**config.mk**
```make
export PLATFORM = sky130hd
export DESIGN_NAME = pipe_hazard_unit
export DESIGN_NICKNAME = d
export VERILOG_FILES = /design/src/rtl/pipe_hazard_unit_pkg.sv /design/src/rtl/pipe_hazard_unit_hazard_match.sv /design/src/rtl/pipe_hazard_unit.sv
export SDC_FILE = /design/constraint.sdc
export NUM_CORES = 1
export LEC_CHECK = 0
export BUFFER_PORTS_ARGS = -buffer_cell sky130_fd_sc_hd__buf_4
export CAP_MARGIN = 20
export CORE_MARGIN = 10
export CORE_UTILIZATION = 54
export CTS_BUF_LIST = sky130_fd_sc_hd__clkbuf_2
export DETAILED_ROUTE_END_ITERATION = 10
export GPL_TIMING_DRIVEN = 0
export PLACE_DENSITY = 0.81
export SLEW_MARGIN = 5
export SYNTH_ARGS = -nofsm -noshare
export SYNTH_HDL_FRONTEND = slang
export SYNTH_SLANG_ARGS = --single-unit
```
**constraint.sdc**
```tcl
create_clock -name clk -period 2.23 [get_ports clk]
set_input_delay 0.3345 -clock clk [delete_from_list [all_inputs] [get_ports clk]]
set_output_delay 0.3345 -clock clk [all_outputs]
set_load 0.03 [all_outputs]
```
**src/rtl/pipe_hazard_unit_pkg.sv**
```systemverilog
// Shared types and constants for the pipeline hazard/forwarding controller.
package pipe_hazard_unit_pkg;

  localparam int unsigned FWD_RF  = 0;
  localparam int unsigned STG_EX  = 1;
  localparam int unsigned STG_MEM = 2;

  // Register numbers are zero-extended into this field; wider ABITS is rejected at elaboration.
  localparam int unsigned RD_MAXW = 8;

  typedef struct packed {
    logic               valid;
    logic               wr;
    logic [RD_MAXW-1:0] rd;
    logic               load;
  } sb_entry_t;

endpackage

```
**src/rtl/pipe_hazard_unit_hazard_match.sv**
```systemverilog
// Priority search of the scoreboard for one source register: youngest producer wins.
module pipe_hazard_unit_hazard_match
  import pipe_hazard_unit_pkg::*;
#(
  parameter int unsigned ABITS      = 3,
  parameter int unsigned STAGES     = 3,
  parameter int unsigned LOAD_READY = 2,
  parameter int unsigned SELW       = 2
) (
  input  sb_entry_t [STAGES:1] entries,
  input  logic                 qual,
  input  logic [ABITS-1:0]     rs,
  output logic [SELW-1:0]      stage,
  output logic                 hazard
);

  always_comb begin
    stage  = '0;
    hazard = 1'b0;
    if (qual) begin
      // Walk oldest to youngest so the smallest matching stage is the last one written.
      for (int k = int'(STAGES); k >= 1; k--) begin
        if (entries[k].valid && entries[k].wr && (entries[k].rd == RD_MAXW'(rs))) begin
          stage  = SELW'(k);
          hazard = entries[k].load && (k < int'(LOAD_READY));
        end
      end
    end
  end

endmodule

```
**src/rtl/pipe_hazard_unit.sv**
```systemverilog
// Scoreboard-based hazard and forwarding controller: forwarding selects, load-use stall,
// flush bubbles and a saturating stall counter.
module pipe_hazard_unit
  import pipe_hazard_unit_pkg::*;
#(
  parameter int unsigned ABITS      = 3,
  parameter int unsigned STAGES     = 3,
  parameter int unsigned LOAD_READY = 2,
  parameter int unsigned ZERO_REG   = 0,
  parameter int unsigned CNTBITS    = 16,
  localparam int unsigned SELW      = $clog2(STAGES + 1)
) (
  input  logic               clk,
  input  logic               reset,
  input  logic               id_valid,
  input  logic [ABITS-1:0]   id_rs1,
  input  logic [ABITS-1:0]   id_rs2,
  input  logic               id_rs1_used,
  input  logic               id_rs2_used,
  input  logic               id_wr,
  input  logic [ABITS-1:0]   id_rd,
  input  logic               id_load,
  input  logic               flush,
  output logic [SELW-1:0]    fwd1_sel,
  output logic [SELW-1:0]    fwd2_sel,
  output logic               stall,
  output logic               wb_we,
  output logic [ABITS-1:0]   wb_rd,
  output logic [CNTBITS-1:0] stall_cnt
);

  if (ABITS > RD_MAXW || LOAD_READY < 1 || LOAD_READY > STAGES) begin : g_bad_params
    $error("pipe_hazard_unit: unsupported ABITS/LOAD_READY/STAGES combination");
  end

  localparam bit ZeroEn = (ZERO_REG != 0);

  sb_entry_t [STAGES:1] entry_q, entry_d;
  logic [CNTBITS-1:0]   cnt_q, cnt_d;

  logic            qual1, qual2;
  logic [SELW-1:0] stg1, stg2;
  logic            haz1, haz2;

  assign qual1 = id_valid && id_rs1_used && !(ZeroEn && (id_rs1 == '0));
  assign qual2 = id_valid && id_rs2_used && !(ZeroEn && (id_rs2 == '0));

  pipe_hazard_unit_hazard_match #(
    .ABITS      (ABITS),
    .STAGES     (STAGES),
    .LOAD_READY (LOAD_READY),
    .SELW       (SELW)
  ) u_match_rs1 (
    .entries (entry_q),
    .qual    (qual1),
    .rs      (id_rs1),
    .stage   (stg1),
    .hazard  (haz1)
  );

  pipe_hazard_unit_hazard_match #(
    .ABITS      (ABITS),
    .STAGES     (STAGES),
    .LOAD_READY (LOAD_READY),
    .SELW       (SELW)
  ) u_match_rs2 (
    .entries (entry_q),
    .qual    (qual2),
    .rs      (id_rs2),
    .stage   (stg2),
    .hazard  (haz2)
  );

  assign stall = (haz1 || haz2) && !flush;

  // A hazarded source never forwards, even when a flush suppresses the stall.
  assign fwd1_sel = (stall || haz1) ? SELW'(FWD_RF) : stg1;
  assign fwd2_sel = (stall || haz2) ? SELW'(FWD_RF) : stg2;

  assign wb_we     = entry_q[STAGES].valid && entry_q[STAGES].wr;
  assign wb_rd     = entry_q[STAGES].rd[ABITS-1:0];
  assign stall_cnt = cnt_q;

  always_comb begin
    entry_d         = entry_q;
    entry_d[STG_EX] = '0;
    if (!flush && !stall) begin
      entry_d[STG_EX].valid = id_valid;
      entry_d[STG_EX].wr    = id_wr;
      entry_d[STG_EX].rd    = RD_MAXW'(id_rd);
      entry_d[STG_EX].load  = id_load;
    end
    for (int k = int'(STG_MEM); k <= int'(STAGES); k++) begin
      entry_d[k] = entry_q[k-1];
    end
  end

  always_comb begin
    cnt_d = cnt_q;
    if (stall && (cnt_q != '1)) begin
      cnt_d = cnt_q + CNTBITS'(1);
    end
  end

  always_ff @(posedge clk) begin
    if (reset) begin
      entry_q <= '0;
      cnt_q   <= '0;
    end else begin
      entry_q <= entry_d;
      cnt_q   <= cnt_d;
    end
  end

endmodule

```
==> metrics.yaml <==
outcome: "complete, but fails checks"
violations: "negative setup slack"
endpoint_kind: "primary output"
die_h_um: 75.0
hold_viol: 0
hpwl_um: 3210
yosysSeqAreaShare_pct: 39.2
slew_headroom_pct: 61.6
area.sequential_sq_um: 652
synth.ff_latch_count: 32
intPower_mw: 0.688
fin_crit_sh_pct: 104
min_period_ps: 2320
yosysMostFrequentCell: "dfxtp_1"
grt_use_met2_pct: 28.1
utilization_pct: 83.1
worst_clock_skew_ps: 22.6
synth-xor-area-share_pct: 15.0
post-place-cells: 249
synth.distinct_cells: 36
cp_data_required_time_ps: 1900
ctsRootBufferMaster: "clkbuf_2"
postCtsHoldBufs: 0
ir_drop_mv: 0.369
synth_fa_ha_area_share_pct: 0.765
muxShareOfSynthArea_pct: 2.60
synthCells: 178
coreArea_sq_um: 2830
dr.first_iter.drc_count: 221
die-area_sq_um: 5630
fp.dieW_um: 75.0
min_path_type: "input port to flop"
start_util_pct: 57.8
grtUsageTotal_pct: 17.1
area.growth.synth_to_final_pct: 43.7
p_sw_share_pct: 26.9
multi_input_area_sq_um: 1100
port_buffers: 40
worstRegToRegCells: 8
ys_top_cells_by_area: "dfxtp_1 (39%), xor2_1 (11%), nor2b_1 (4.6%), nor2_1 (4.4%), xnor2_1 (4.3%)"
clk_path_buf_depth: 2
drtPass1Iterations: 4
ios: 42
fillers: 165
seq_power_share_pct: 62.4
drtAntennaViolNets: 0
clock_latency_ps: 370
grt_max_degree: 11
drive_above_1_share_pct: 41.2
yosys.area.top_type: "dfxtp_1"
synthSimpleGateAreaFrac_pct: 30.8
powerDensity_nw_per_um2: 401
rsz0062_at_grt: "yes"
grt_pass1_wl_um: 7440
max_cap_violations: 0
busiest_layer: "met2"
use_met1_pct: 21.0
synth_ff_type: "dfxtp_1"
hold_depth: 2
synth_area_per_cell_sq_um: 9.19
setup_viol_count_final: 5
arrival_ps: 1980
cts_tree: "done"
syn_area_sq_um: 1640
fin_nets: 261
async_reset_ff_share_pct: 0
drt-total-wl_um: 5020
path_class: "flop to primary output"
antenna_found_initial: 0
worstMarginPinSlew_ps: 572
grt_pass1_vias: 1511
pwr-share-comb_pct: 10.1
diodes: 0
synth_common_cells: "dfxtp_1 (32), xor2_1 (20), nor2_1 (19)"
synth_edf_count: 0
fin_cells: 274
path_max_fanout: 3
startpoint_type: "flop"
cts-buffers-inserted: 5
drc: 0
ys.warnings.count: 0
fmaxAchievable_mhz: 432
yosysTopAreaCellShare_pct: 39.2
gr-usage-met3_pct: 5.12
p_leak_nw: 0.978
synth_top_family_by_area: "simple AND/OR/NAND/NOR gates"
gr-total-overflow: 0
viasPerCell: 5.85
synth_nets: 196
whs_ps: 179
htreeDepth: 2
via_count: 1602
core.rowCount: 19
clkSinkCount: 32
synth_compound_area_share_pct: 8.26
drv_slew: 0
clkPwrFrac_pct: 27.4
clk_pin_slew_ps: 170
avgRoutedWirePerCell_um: 18.3
fin_ws_ps: -87.0
gp_congestion: 0.807
power.switching_mw: 0.253
==> routing by layer <==
layer	share of wire, %	up-vias
met5	0	-
met4	1.9	0
met3	11	15
met2	47	98
met1	40	746
li1	-	743
==> sequential cells by signal, summed over array words and instances, names as in the netlist <==
name       cells
stall_cnt     16
entry_d       11
wb_rd          3
entry_q        2
==> cells by family after synthesis <==
family / count (synthesis)
AO/OA/AOI/OAI: 20
AND/OR/NAND/NOR: 81
multiplexers: 4
flip-flops: 32
buffers and inverters: 12
XOR/XNOR: 28
adder cells (fa/ha/maj): 1
==> critical path, stage by stage (launching register included) <==
cell	delay, ps
dfxtp_2	370
xor2_1	140
or4_4	550
a2111oi_4	330
buf_4	220
==> stage by stage <==
step                power [mW]  area (sq um)  TNS (ps)  setup WS, ps
floorplan                0.642          1650         0           102
global placement         0.679          1990     -2140          -270
detailed placement       0.684          1990     -2820          -304
CTS                      0.936          2220      -219         -88.5
global route             0.973          2350      -878          -173
finish                   0.941          2350      -269         -87.0
==> path summary, 6_finish.rpt <==
check,from,endpoint,slack [ps]
max,entry_d[25],fwd1_sel[1],-90
min,id_load,entry_d[11],180
max reg2reg,entry_d[13],stall_cnt[11],80
min reg2reg,entry_d[32],entry_q[32],440
==> power groups by stage <==
stage / Combinational (mW) / Sequential [mW] / Clock, mW
after CTS: 0.0901 / 0.587 / 0.260
after global placement: 0.0807 / 0.599 / 0
final: 0.0954 / 0.587 / 0.258
after global routing: 0.102 / 0.589 / 0.282
after floorplan: 0.0445 / 0.597 / 0
after detailed placement: 0.0842 / 0.599 / 0
==> placed cells by master (no fill, tap or decap), types with 3 or more instances in the layout <==
cell type / n
nor4_4: 4
o21ai_0: 8
nor3_1: 3
buf_4: 58
xnor2_1: 8
buf_6: 3
and2_1: 7
nand4_1: 6
xor2_2: 3
dfxtp_1: 27
inv_1: 4
nand2_1: 6
nor2_1: 19
nand3_1: 4
xor2_1: 16
dfxtp_2: 3
nor2b_1: 12
clkbuf_1: 3
clkbuf_2: 5
==> timing repair <==
action / 4_1_cts / 5_1_grt
buffers inserted: 10 / 8
resized for setup: 27 / 12
setup endpoints to repair: 15 / 13
pin swaps: 9 / 9
==> layout make-up <==
cell class	instances	share of cell area, %
flip-flops and latches	32	27.7
well taps	31	1.65
clock buffers	5	1.06
clock inverters	2	0.319
plain buffers	8	2.61
multi-input cells	134	47.0
inverters	4	0.639
repair buffers	58	19.0
Note: power is estimated with default switching activity, not from simulation.
